### src/rtl/key_input_unit.sv
// key_input_unit: push-switch front end for the debugger's hex keypad.
// Synchronises and debounces the digit keys plus CLEAR and BACKSPACE,
// turns single debounced presses into hex digits and shifts them into an
// entry buffer that feeds input_val and the seven-segment decoders.

module key_input_unit #(
    parameter int NKEYS    = 16,
    parameter int DIGITS   = 8,
    parameter int DEBOUNCE = 4
) (
    input  logic                        clock,
    input  logic                        reset,
    input  logic [NKEYS-1:0]            keys_raw,
    input  logic                        clear_raw,
    input  logic                        bksp_raw,
    output logic [4*DIGITS-1:0]         out,
    output logic [$clog2(DIGITS+1)-1:0] count,
    output logic                        key_strobe,
    output logic [3:0]                  key_val,
    output logic                        overflow,
    output logic                        conflict
);

    localparam int NIN      = NKEYS + 2;
    localparam int CLR_IDX  = NKEYS;
    localparam int BKSP_IDX = NKEYS + 1;
    localparam int CW       = (DEBOUNCE > 1) ? $clog2(DEBOUNCE) : 1;
    localparam int OW       = 4 * DIGITS;
    localparam int CNTW     = $clog2(DIGITS + 1);

    logic [NIN-1:0]    raw_all;
    logic [NIN-1:0]    sync1;
    logic [NIN-1:0]    sync2;
    logic [NIN-1:0]    db;
    logic [NIN-1:0]    db_prev;
    logic [CW-1:0]     stable_cnt [NIN];
    logic [NIN-1:0]    press;
    logic [NKEYS-1:0]  digit_press;
    logic              clear_ev;
    logic              bksp_ev;
    logic [4:0]        n_press;
    logic [3:0]        digit_idx;

    // Digit keys occupy the low bits; CLEAR and BACKSPACE sit just above them.
    assign raw_all = {bksp_raw, clear_raw, keys_raw};

    // Two-flop synchroniser for every switch input.
    always_ff @(posedge clock or posedge reset) begin
        if (reset) begin
            sync1 <= '0;
            sync2 <= '0;
        end else begin
            sync1 <= raw_all;
            sync2 <= sync1;
        end
    end

    // Per-input debounce: the level only flips after DEBOUNCE consecutive disagreeing samples.
    always_ff @(posedge clock or posedge reset) begin
        if (reset) begin
            db      <= '0;
            db_prev <= '0;
            for (int n = 0; n < NIN; n++) begin
                stable_cnt[n] <= '0;
            end
        end else begin
            db_prev <= db;
            for (int n = 0; n < NIN; n++) begin
                if (sync2[n] != db[n]) begin
                    if (stable_cnt[n] == CW'(DEBOUNCE - 1)) begin
                        db[n]         <= ~db[n];
                        stable_cnt[n] <= '0;
                    end else begin
                        stable_cnt[n] <= stable_cnt[n] + CW'(1);
                    end
                end else begin
                    stable_cnt[n] <= '0;
                end
            end
        end
    end

    // Only rising debounced levels count as events; releases are ignored.
    assign press       = db & ~db_prev;
    assign digit_press = press[NKEYS-1:0];
    assign clear_ev    = press[CLR_IDX];
    assign bksp_ev     = press[BKSP_IDX];

    // Count simultaneous digit presses and encode the pressed key index.
    always_comb begin
        n_press   = '0;
        digit_idx = '0;
        for (int k = 0; k < NKEYS; k++) begin
            if (digit_press[k]) begin
                n_press   = n_press + 5'd1;
                digit_idx = 4'(k);
            end
        end
    end

    // Entry buffer update with CLEAR over BACKSPACE over digit priority.
    always_ff @(posedge clock or posedge reset) begin
        if (reset) begin
            out        <= '0;
            count      <= '0;
            key_strobe <= 1'b0;
            key_val    <= '0;
            overflow   <= 1'b0;
            conflict   <= 1'b0;
        end else begin
            key_strobe <= 1'b0;
            conflict   <= 1'b0;
            if (clear_ev) begin
                out      <= '0;
                count    <= '0;
                overflow <= 1'b0;
            end else if (bksp_ev) begin
                out      <= out >> 4;
                overflow <= 1'b0;
                if (count != '0) begin
                    count <= count - CNTW'(1);
                end
            end else if (n_press == 5'd1) begin
                out        <= (out << 4) | OW'(digit_idx);
                key_val    <= digit_idx;
                key_strobe <= 1'b1;
                if (count == CNTW'(DIGITS)) begin
                    overflow <= 1'b1;
                end else begin
                    count <= count + CNTW'(1);
                end
            end else if (n_press > 5'd1) begin
                conflict <= 1'b1;
            end
        end
    end

endmodule

### config.mk
export PLATFORM = sky130hd
export DESIGN_NAME = key_input_unit
export DESIGN_NICKNAME = d
export VERILOG_FILES = /design/src/rtl/key_input_unit.sv
export SDC_FILE = /design/constraint.sdc
export NUM_CORES = 1
export LEC_CHECK = 0
export BUFFER_PORTS_ARGS = -buffer_cell sky130_fd_sc_hd__buf_2
export CAP_MARGIN = 20
export CELL_PAD_IN_SITES_DETAIL_PLACEMENT = 1
export CELL_PAD_IN_SITES_GLOBAL_PLACEMENT = 2
export CORE_MARGIN = 4
export CORE_UTILIZATION = 43
export DETAILED_ROUTE_END_ITERATION = 12
export PLACE_DENSITY = 0.88
export SYNTH_ARGS = -nofsm -noshare
export SYNTH_HDL_FRONTEND = slang
export SYNTH_SLANG_ARGS = --single-unit
export TNS_END_PERCENT = 20
### constraint.sdc
create_clock -name clock -period 27.9 [get_ports clock]
set_input_delay 5.58 -clock clock [delete_from_list [all_inputs] [get_ports clock]]
set_output_delay 5.58 -clock clock [all_outputs]
set_load 0.02 [all_outputs]
==> summary by stage <==
Clock tree
Gates resized during post-CTS repair numbered 0. For this design, the CTS-stage hold fixing added 0 buffers. The TritonCTS sink count is 151. After clock tree synthesis, the clock-pin slew on the worst setup and hold paths is 0.06 ns. After clock tree synthesis, the setup repair step added 0 buffers.

TritonCTS created 17 clock buffers. The clock passes through at most 2 buffers. The tree is rooted in a sky130_fd_sc_hd__clkbuf_16.

The TritonCTS clock tree is done. The H-tree level count is 4. The clock insertion delay at the later pin of the skew report is 0.43 ns.

Timing
The clock skew after layout is 0.0212 ns. The worst setup margin is 17.09 ns. The top achievable clock speed is ~0.09 GHz.

Final hold analysis gives a worst-case slack of 0.346 ns. The final hold violation count is 0. The number of max-slew violations in the final report is 0. The total negative setup slack is 0 ns. After layout, the minimum clock period comes to 10.81 ns. The final count of negative-setup-slack endpoints is 0. The normalized max-slew margin is 29.5%. The portion of the clock cycle consumed by the worst path in the final layout is about 39%. At the pin with the least slew margin, the transition time is 1.03 ns.

Setup repair after global routing left no endpoint under its margin.

Route
After detailed routing, the number of vias per cell comes to ~5.4. The initial DRC count is 250. The routed layout has 5160 vias. The first TritonRoute pass finished after 4 iterations.

The detail route stage leaves a number of antenna-violating nets equal to 0. The number of remaining DRC errors is 0. The post-detailed-routing wire length is 17300 um. After detailed routing, the average wire length per cell comes to 18.2 um.

Final layout
Excluding fillers, the count of instances in the completed layout stands at 949. The area growth from synthesis to final layout is 15.3%. The number of antenna diodes in the final layout is 0. The post-layout net count is 772. The share of layout cells above drive strength 1 is 18.5%.

Worst setup path
For this run, the slowest stage of the critical path takes 0.49 ns. The cell with the largest stage delay on the worst path is sky130_fd_sc_hd__or4b_1. Data arrives at the worst endpoint at 11.11 ns. The startpoint-to-endpoint class of the critical path is reg -> reg. The critical path data required time is 28.21 ns. The critical path startpoint category is a register.

The most common cell type on the critical path is sky130_fd_sc_hd__ha_1. Along the worst path, the maximum fanout reaches 37. The element type at the critical path end is a register.

Floorplanning
The horizontal die dimension is between 100 and 150 um. The floorplan row count is 47. In this run the standard cell core region covers 0.0168 mm2. The die covers 0.0194 mm2.

The floorplan step set the die height to between 100 and 150 um. Once the floorplan was initialized, standard cells occupied about 44% of the core. 63 I/O pins were placed.

Synth
The number of warnings printed during yosys synthesis is 0. The count of mapped cells out of synthesis is 650. The synthesized design contains roughly 150 register bits.

In this run the cell area of the synthesized design comes to between 0.007 and 0.008 mm2. For this run, the leading register cell type out of synthesis is sky130_fd_sc_hd__dfrtp_1. The share of the Yosys chip area taken by registers is 50.9%. The number of distinct library cells after synthesis is 61. The number of enable flip-flop cells after synthesis is 0.

After synthesis, the mean cell area works out to 11.4 um2. After synthesis, the share of flip-flops with an asynchronous set or reset is 100%. When the netlist entered floorplanning its net count stood at 706.

Global route
Entering global routing, the biggest net connects 80 pins. The number of antenna violations at the first check in global routing came to 0. The total routing resource utilization after global routing is 18.8%.

The number of global-route vias before repair is just under 6000. For this run the aggregate overflow at the end of global routing stands at 0. The first-pass GRT wire length is 29700 um.

Job
The number of max-cap violations is 0.

Min path
The min-delay analysis places its worst path in the category reg -> reg.

Placement
At the placement stage, the worst setup path has a slack of 17.16 ns. The post-placement cell count is 916. The congestion estimate from routability-driven global placement came to 0.784. Detailed placement ended at an HPWL of 11700 um. The count of buffers added on input and output ports is just over 60.

Outcome
The run finished with clean final reports.
## synthesized netlist by cell type, drive strengths merged, types with 4 or more instances
master | count | area, um2
inv | 11 | 41.3
clkbuf | 15 | 56.3
xnor2 | 46 | 422
mux2 | 27 | 304
or3 | 6 | 37.5
a21oi | 44 | 220
nand3b | 5 | 37.5
a31oi | 5 | 31.3
o21ai | 33 | 165
nand2 | 34 | 128
nand2b | 16 | 100
dfrtp | 151 | 3780
ha | 35 | 438
nor2b | 35 | 219
xnor3 | 6 | 135
and3 | 9 | 56.3
xor2 | 6 | 60.1
nor4 | 4 | 25.0
nand3 | 12 | 60.1
nor3 | 27 | 140
nor2 | 31 | 124
a21o | 6 | 45.0
buf | 4 | 37.5
mux2i | 31 | 310
## layer usage
layer / track usage, % / part of all wire [%] / wire length, um
met2: 32.4 / 51 / 8800
met1: 23.9 / 44 / 7630
met4: 6.13 / 1.8 / 313
met5: 0 / 0 / 0
met3: 3.46 / 3.0 / 523
## flip-flops by register name, summed over array words and instances, names as in the netlist
register and flops:
overflow 1, conflict 1, count 4, db_prev 18, sync2 18, key_strobe 1
db 18, stable_cnt 36, sync1 18, out 32, key_val 4
## final cells by class
class | count | area, um2
clock inverter | 9 | 88.8
fill | 1826 | 8210
timing repair buffer | 66 | 360
multi-input combinational | 469 | 3510
clock buffer | 23 | 498
sequential | 151 | 3780
tap | 220 | 275
inverter | 11 | 46.3
## placed cells by master, fill, tap and decap left out, types with 3 or more instances in the layout
master	count
sky130_fd_sc_hd__nor2b_1	35
sky130_fd_sc_hd__inv_6	4
sky130_fd_sc_hd__a211o_1	3
sky130_fd_sc_hd__o311ai_0	3
sky130_fd_sc_hd__nand2_1	34
sky130_fd_sc_hd__o21a_1	3
sky130_fd_sc_hd__a31oi_1	5
sky130_fd_sc_hd__o21ai_0	33
sky130_fd_sc_hd__clkinvlp_4	3
sky130_fd_sc_hd__and3_1	9
sky130_fd_sc_hd__ha_1	35
sky130_fd_sc_hd__nand2b_1	16
sky130_fd_sc_hd__a21o_1	6
sky130_fd_sc_hd__nor4_1	4
sky130_fd_sc_hd__mux2i_1	31
sky130_fd_sc_hd__dfrtp_1	151
sky130_fd_sc_hd__mux2_2	27
sky130_fd_sc_hd__or3_1	6
sky130_fd_sc_hd__xnor2_1	45
sky130_fd_sc_hd__nand3b_1	5
sky130_fd_sc_hd__a21oi_1	44
sky130_fd_sc_hd__xnor3_1	6
sky130_fd_sc_hd__nand3_1	12
sky130_fd_sc_hd__buf_4	3
sky130_fd_sc_hd__o22ai_1	3
sky130_fd_sc_hd__o211ai_1	3
sky130_fd_sc_hd__buf_2	62
sky130_fd_sc_hd__nor3_1	26
sky130_fd_sc_hd__xor2_1	5
sky130_fd_sc_hd__nor2_1	30
sky130_fd_sc_hd__clkbuf_16	17
sky130_fd_sc_hd__and3b_1	3
sky130_fd_sc_hd__clkbuf_8	5
sky130_fd_sc_hd__inv_1	9
## per-stage QoR
stage	util, %	area [um2]
floorplan	-	7420
global placement	47.4	7940
finish	51.0	8550
CTS	50.9	8530
detailed placement	47.4	7940
global route	51.0	8550
## path summary, 6_finish.rpt
path / startpoint / end / slack [ns] / cells after the start
max: db[1] / key_val[3] / 17.09 / 51
min: sync1[0] / sync2[0] / 0.35 / 0
max reg2reg: db[1] / key_val[3] / 17.09 / 51
min reg2reg: sync1[0] / sync2[0] / 0.35 / 0
max in group asynchronous: reset / db_prev[13] / 21.62 / 4
min in group asynchronous: reset / sync1[7] / 5.26 / 2
## critical path: cells and delay by family, from the launching register on
kind                     cells  cell delay, ns
adder cells (fa/ha/maj)     14            4.04
flip-flops                   1            0.39
multiplexers                 4            1.05
AND/OR/NAND/NOR             22            3.49
AO/OA/AOI/OAI                9            1.31
buffers and inverters        2            0.41
## cell families (layout without fill, tap and decap cells)
kind of cell	Yosys count	in the layout	share of synthesized area, %
AO/OA/AOI/OAI	122	122	10.3
XOR/XNOR	58	58	8.31
AND/OR/NAND/NOR	195	195	14.2
buffers and inverters	30	109	1.82
flip-flops	151	151	50.9
multiplexers	58	58	8.28
adder cells (fa/ha/maj)	36	36	6.17
Power is not shown: default switching activity piles up to over one toggle a cycle in this logic, so the estimate is an artifact.
